[src/rtl/instr_fetch_ctrl.sv]
// Fetch/decode sequencer: fetches an instruction over req/ack and decodes it for one EXEC cycle.
// Drives a one-cycle PC-select code per instruction, with sticky illegal/bus-error flags.
module instr_fetch_ctrl #(
  parameter int unsigned AW      = 6,
  parameter int unsigned IW      = 16,
  parameter int unsigned TIMEOUT = 15
) (
  input  logic          clk,
  input  logic          reset,
  input  logic [AW-1:0] pc,
  output logic          imem_req,
  output logic [AW-1:0] imem_addr,
  input  logic          imem_ack,
  input  logic [IW-1:0] imem_rdata,
  input  logic          zero_flag,
  input  logic          neg_flag,
  output logic [1:0]    ps,
  output logic [3:0]    da,
  output logic [3:0]    aa,
  output logic [3:0]    ba,
  output logic [3:0]    opcode,
  output logic          instr_valid,
  output logic          illegal,
  output logic          bus_err,
  output logic          halted
);

  localparam int unsigned CW = $clog2(TIMEOUT + 1);

  typedef enum logic [1:0] {StStart, StFetch, StExec, StHalt} state_e;

  state_e        state_q, state_d;
  logic [IW-1:0] ir_q, ir_d;
  logic [CW-1:0] cnt_q, cnt_d;
  logic          illegal_q, illegal_d;
  logic          bus_err_q, bus_err_d;

  assign opcode = ir_q[15:12];
  assign da     = ir_q[11:8];
  assign aa     = ir_q[7:4];
  assign ba     = ir_q[3:0];

  always_comb begin
    state_d   = state_q;
    ir_d      = ir_q;
    cnt_d     = cnt_q;
    illegal_d = illegal_q;
    bus_err_d = bus_err_q;
    unique case (state_q)
      StStart: state_d = StFetch;
      StFetch: begin
        // An ack on the timeout edge still wins over the bus error.
        if (imem_ack) begin
          ir_d    = imem_rdata;
          cnt_d   = '0;
          state_d = StExec;
        end else if (cnt_q == CW'(TIMEOUT - 1)) begin
          cnt_d     = CW'(TIMEOUT);
          bus_err_d = 1'b1;
          state_d   = StHalt;
        end else begin
          cnt_d = cnt_q + 1'b1;
        end
      end
      StExec: begin
        if ((opcode >= 4'hB) && (opcode <= 4'hE)) illegal_d = 1'b1;
        state_d = (opcode == 4'hF) ? StHalt : StFetch;
      end
      StHalt: state_d = StHalt;
      default: state_d = StStart;
    endcase
  end

  always_ff @(posedge clk or posedge reset) begin
    if (reset) begin
      state_q   <= StStart;
      ir_q      <= '0;
      cnt_q     <= '0;
      illegal_q <= 1'b0;
      bus_err_q <= 1'b0;
    end else begin
      state_q   <= state_d;
      ir_q      <= ir_d;
      cnt_q     <= cnt_d;
      illegal_q <= illegal_d;
      bus_err_q <= bus_err_d;
    end
  end

  always_comb begin
    imem_req    = (state_q == StFetch);
    imem_addr   = imem_req ? pc : '0;
    instr_valid = (state_q == StExec);
    halted      = (state_q == StHalt);
    illegal     = illegal_q;
    bus_err     = bus_err_q;
    ps          = 2'b00;
    // Branch selects follow the live flags during the single EXEC cycle.
    if (instr_valid) begin
      case (opcode)
        4'h8:    ps = zero_flag ? 2'b10 : 2'b01;
        4'h9:    ps = neg_flag ? 2'b10 : 2'b01;
        4'hA:    ps = 2'b11;
        4'hF:    ps = 2'b00;
        default: ps = 2'b01;
      endcase
    end
  end

endmodule

[config.mk]
export PLATFORM = sky130hd
export DESIGN_NAME = instr_fetch_ctrl
export DESIGN_NICKNAME = d
export VERILOG_FILES = /design/src/rtl/instr_fetch_ctrl.sv
export SDC_FILE = /design/constraint.sdc
export NUM_CORES = 1
export LEC_CHECK = 0
export ABC_AREA = 1
export CAP_MARGIN = 25
export CORE_MARGIN = 1.5
export CORE_UTILIZATION = 45
export CTS_BUF_LIST = sky130_fd_sc_hd__clkbuf_8
export CTS_CLUSTER_DIAMETER = 50
export CTS_CLUSTER_SIZE = 25
export DETAILED_ROUTE_END_ITERATION = 10
export PLACE_DENSITY_LB_ADDON = 0.12
export SLEW_MARGIN = 30
export SYNTH_ARGS = -nofsm -noshare
export SYNTH_HDL_FRONTEND = slang
export SYNTH_SLANG_ARGS = --single-unit
export TNS_END_PERCENT = 20
[constraint.sdc]
create_clock -name clk -period 3.29 [get_ports clk]
set_clock_uncertainty 0.1 [all_clocks]
set_input_delay 0.4935 -clock clk [delete_from_list [all_inputs] [get_ports clk]]
set_output_delay 0.4935 -clock clk [all_outputs]
set_load 0.1 [all_outputs]
==> impl_metrics.toml, run 1 <==
[run_status]
status = "finished, final reports clean"

[drt]
final_antenna_net_count = 0
vias = 1095
firstDrtPassIters = 4
routedWlPerCell_microns = 11.92
remaining_drc_errors = 0
routed_via_density = 4.824
wirelength_microns = 2705
drt_iter0_drc = 24

[placement]
gp_congestion = 0.7372
io_buffer_count = 55
dpl.hpwl_microns = 2035
dp.cells = 224

[sta]
drv_slew = 0
hold_viol_final = 0
worst_pin_slew_ps = 969.1
rsz0062_at_grt = "no"
layout_min_cycle_time_ps = 2360
max_clock_freq_mhz = 423.7
period_share = 0.7174
setup_violations = 0
hold_ws_ps = 379.0
fin_setup_tns_ps = 0
max-slew-margin-rel = 0.3519

[logic_synthesis]
synth_top_family_by_area = "simple AND/OR/NAND/NOR gates"
syn_area_sq_um = 1161
synth-seq-cells = 24
synth_cell_types = 21
synth_top_area_cell = "dfrtp_1"
yosys-top-cells-count = "nand2_1 (41), dfrtp_1 (24), nand3_1 (22)"
synth_most_common_cell = "nand2_1"
syn_nets = 174
synth_area_leaders = "dfrtp_1 (52%), nand2_1 (13%), nand3_1 (9.5%)"
synth_edf_count = 0
yosysWarnings = 0
async_reset_ff_frac = 1.000
yosys.area_share.simple = 0.3093
syn_area_per_cell_sq_um = 8.008
yosysSeqAreaShare = 0.5172
ys.flop_type = "dfrtp_1"
synth-adder-area-share = 0.02155
synth-xor-area-share = 0.007543
synth_compound_area_frac = 0.05603
synthMuxAreaShare = 0
netlist_instances = 145
synth_top_area_share = 0.5172

[floorplanning]
die_y_microns = 53.80
boundaryPins = 56
num_rows = 18
die_area_sq_um = 2894
design.core.area_sq_um = 2455
initial_utilization = 0.4730
dieWidth_microns = 53.80

[critical_path]
reg2reg_slack_ps = 1610
slowest_stage = "clkdlybuf4s50_1"
crit_chain = "clkdlybuf4s50_1"
critPathCaptureType = "output port"
cp-startpoint = "ir_q[2]"
worstPathMaxFanout = 2
cp_top_family = "buffers and inverters"
cp-endpoint = "ba[2]"
cp.required_ps = 2700
r2r-start = "state_q[1]"
r2r-end = "ir_q[15]"
critPathBufInv = 1
critPathMaxStageDelay_ps = 1140
rr_worst_depth = 6
cp-start-kind = "register"
path_depth = 1
cp.arrival_ps = 1770
crit_type = "register to output port"

[global_route]
antenna_found_initial = 0
grt-ovfl-total = 0
grt_first_pass_wirelength_microns = 4402
grt_use_total = 0.2084
grt_pass1_vias = 999
grt_max_degree = 25

[final_layout]
n_fill_cell = 208
fin_nets = 228
antennaDiodeCount = 0
area_delta_synth_final_pct = 46.88
layout-drive-gt1-share = 0.1777
finalNonFillerCells = 227

[power]
p_clk_frac = 0.333
swShare = 0.1993
powerDensity_nw_per_um2 = 295.9
peakVddDrop_mv = 0.2120
power_frac_comb = 0.083
intPower_uw = 404.1
p_switching_uw = 100.6
power_frac_seq = 0.584
p_leak_nw = 0.9033

[clock_network]
tritoncts = "yes"
path_clk_slew_ps = 80
cts_buffers = 3
cts_buffer_depth = 2
cts.hold.buffers_added = 0
cts_htree_levels = 1
cts_resized = 0
clk_latency_ps = 260
root_buffer = "clkbuf_8"
cts.sinks = 24
postCtsSetupRepairBufs = 0

[run]
maxCapViolations = 0

[hold_path]
hp-class = "register to register"
==> area by class of cell <==
class	instances	area, sq um	area share
Tap cell	30	37.54	0.02201
Sequential cell	24	600.6	0.3522
Multi-Input combinational cell	98	466.7	0.2737
Inverter	17	63.81	0.03742
Timing Repair Buffer	55	495.5	0.2905
Clock buffer	3	41.29	0.02421
==> registers in the layout, summed over array words and instances, names as in the netlist <==
register,flops
illegal,1
bus_err,1
state_q,2
ir_q,16
cnt_q,4
==> power by group through the flow <==
stage               combinational (mW)  clock [mW]  sequential, mW
detailed placement              0.0421           0           0.301
floorplan                      0.00934           0           0.301
CTS                             0.0421       0.176           0.295
global placement                0.0411           0           0.301
finish                          0.0417       0.168           0.295
global route                    0.0457       0.185           0.295
==> per-stage QoR <==
step | area, sq um | total power [mW] | util | setup slack, ps
finish | 1705 | 0.5047 | 0.6947 | 929.8
global placement | 1664 | 0.3417 | 0.6779 | 1173
detailed placement | 1664 | 0.3427 | 0.6779 | 1101
CTS | 1705 | 0.5130 | 0.6947 | 912.3
floorplan | 1170 | 0.3099 | - | 333.5
global route | 1705 | 0.5254 | 0.6947 | 901.6
==> tightest hold or removal path, cell delays in order (launching register included) <==
cell	delay (ps)
dfrtp_1	360
inv_1	40
nand2_1	50
==> kinds of logic after synthesis <==
group                      count (synthesis)
buffers and inverters                     23
and+or+nand+nor                           84
adders and majority gates                  2
xor gates and xnor gates                   1
DFF                                       24
AOI/OAI and AO/OA                         11
==> routing by layer <==
metal,vias to the layer above,routed length [microns],track usage
met2,29,1380,0.3476
li1,558,-,-
met5,-,0,0
met1,504,1199,0.2743
met3,4,102,0.02778
met4,0,23,0.07692
==> worst min-delay path by stage <==
| stage | startpoint | end | slack [ps] | cells past startpoint |
|---|---|---|---|---|
| 2_1_floorplan | cnt_q[1] | cnt_q[1] | 400 | 2 |
| 3_3_place_gp | bus_err | bus_err | 350 | 2 |
| 3_5_place_dp | bus_err | bus_err | 360 | 2 |
| 4_1_cts | bus_err | bus_err | 380 | 2 |
| 5_1_grt | ir_q[3] | ir_q[3] | 400 | 2 |
| 6_report | bus_err | bus_err | 380 | 2 |
==> placed cells by master, fill, tap and decap left out, types with 3 or more instances in the layout <==
master	instances
a21oi_1	5
buf_4	22
clkbuf_8	3
clkdlybuf4s50_1	33
dfrtp_1	24
inv_1	14
inv_2	3
nand2_1	41
nand3_1	22
nor2_1	13
nor2_2	4
Note: power is estimated with default switching activity, not from simulation.
==> run 2, diff against run 1 <==
CORE_UTILIZATION = 37   (was 45)
clock period = 1.9 ns   (was 3.29 ns; I/O delays follow)
==> run 2 against run 1 <==
- sequential power is 73% higher
- utilization is 3.8 points lower
- largest cell class is now buffers
- highest routed layer unchanged
- first-iteration DRC count is 38% lower
- die area is 20% higher
- worst hold slack worse by 110 ps
- worst setup slack worse by 850 ps
==> impl_metrics.toml, run 2 (synthesis gave the netlist of run 1 again) <==
[run_status]
status = "finished, final reports clean"

[sta]
rsz0062_at_grt = "yes"
worst_pin_slew_ps = 350.5
hold_viol_final = 0
setup_violations = 0
fin_setup_tns_ps = 0
max-slew-margin-rel = 0.7655
layout_min_cycle_time_ps = 1815
period_share = 0.9555
setup_ws_ps = 84.51
max_clock_freq_mhz = 550.8
drv_slew = 0

[critical_path]
critPathCaptureType = "output port"
crit_type = "register to output port"
r2r-start = "state_q[1]"
rr_worst_depth = 6
cp-endpoint = "imem_req"
reg2reg_slack_ps = 210
cp.arrival_ps = 1430
worstPathMaxFanout = 16
r2r-end = "ir_q[15]"
cp-start-kind = "register"
cp.required_ps = 1510
cp-startpoint = "state_q[1]"

[final_layout]
final_cell_mix = "nand2_1 (40), clkdlybuf4s50_1 (26), nand3_1 (21), dfrtp_1 (20), buf_4 (19)"
fin_nets = 233
layout-drive-gt1-share = 0.2857
largest-register = "ir_q"
top_regs = "ir_q (16), cnt_q (4), state_q (2)"
final_common_cell = "nand2_1"
area_delta_synth_final_pct = 71.34
finalNonFillerCells = 247
largest_reg_flops = 16
antennaDiodeCount = 0

[drt]
routedWlPerCell_microns = 11.48
firstDrtPassIters = 4
remaining_drc_errors = 0
final_antenna_net_count = 0
wirelength_microns = 2835
routed_via_density = 4.607
vias = 1138
drt_iter0_drc = 15

[floorplanning]
boundaryPins = 56
num_rows = 20
die_y_microns = 59.02
dieWidth_microns = 59.02
design.core.area_sq_um = 3028
die_area_sq_um = 3483
initial_utilization = 0.3835

[placement]
gp_congestion = 0.7402
pre_cts_slack_ps = 165.5
dp.cells = 240
dpl.hpwl_microns = 2228
io_buffer_count = 55

[clock_network]
cts.sinks = 24
tritoncts = "yes"
path_clk_slew_ps = 90
cts_htree_levels = 1
cts.hold.buffers_added = 0
cts_buffers = 3
clk_latency_ps = 270
root_buffer = "clkbuf_8"
cts_buffer_depth = 2

[run]
maxCapViolations = 0

[power]
p_leak_nw = 1.003
peakVddDrop_mv = 0.3135
powerDensity_nw_per_um2 = 467.8

[global_route]
grt_use_total = 0.1847
grt_pass1_vias = 1176
grt_max_degree = 25
grt-ovfl-total = 0
antenna_found_initial = 0
grt_first_pass_wirelength_microns = 4947

[hold_path]
hp-class = "input port to asynchronous set/reset pin"
-- run 2: layout make-up --
class | count | area, sq um
clock buffers | 4 | 55.05
fillers | 268 | 1039
inverters | 17 | 63.81
multi-input cells | 98 | 501.7
flip-flops and latches | 24 | 610.6
well taps | 44 | 55.05
repair buffers | 60 | 703.2
-- run 2: power breakdown --
group	internal [mW]	switching, mW	leakage, nW	total [mW]
logic	0.0506	0.0253	0.692	0.0759
clock network	0.185	0.160	0.0288	0.345
registers	0.510	0	0.282	0.510
-- run 2: routing by layer --
metal | global-route usage | part of all wire
met5 | 0 | 0
met4 | 0.05844 | 0.013
met3 | 0.03057 | 0.038
met2 | 0.3286 | 0.51
met1 | 0.2275 | 0.44
-- run 2: how the worst min path moves through the flow --
stage | to | slack [ps] | startpoint | cells after the start
floorplan | bus_err | 200 | reset | 1
global placement | bus_err | 350 | bus_err | 2
detailed placement | bus_err | 350 | bus_err | 2
CTS | ir_q[3] | 270 | reset | 3
global route | ir_q[2] | 290 | reset | 3
finish | ir_q[8] | 270 | reset | 3
-- run 2: stage by stage --
| stage | instance area [sq um] | total power, mW | hold slack [ps] | utilization |
|---|---|---|---|---|
| 2_1_floorplan | 1197 | 0.5367 | 199.5 | - |
| 3_3_place_gp | 1894 | 0.5952 | 349.0 | 0.6256 |
| 4_1_cts | 1957 | 0.9434 | 268.2 | 0.6463 |
| 6_report | 1989 | 0.9307 | 265.5 | 0.6570 |
| 5_1_grt | 1989 | 0.9678 | 285.9 | 0.6570 |
| 3_5_place_dp | 1894 | 0.5979 | 354.5 | 0.6256 |
-- run 2: critical path: stages, from the launching register on --
cell	delay, ps
dfrtp_1	390
inv_2	90
nand2_2	170
inv_2	290
buf_12	220
-- run 2: timing repair --
action                     in CTS  in global routing
setup buffers                   0                  3
gates resized for setup         3                  3
setup endpoints to repair       2                  3
pin swaps                       0                  1
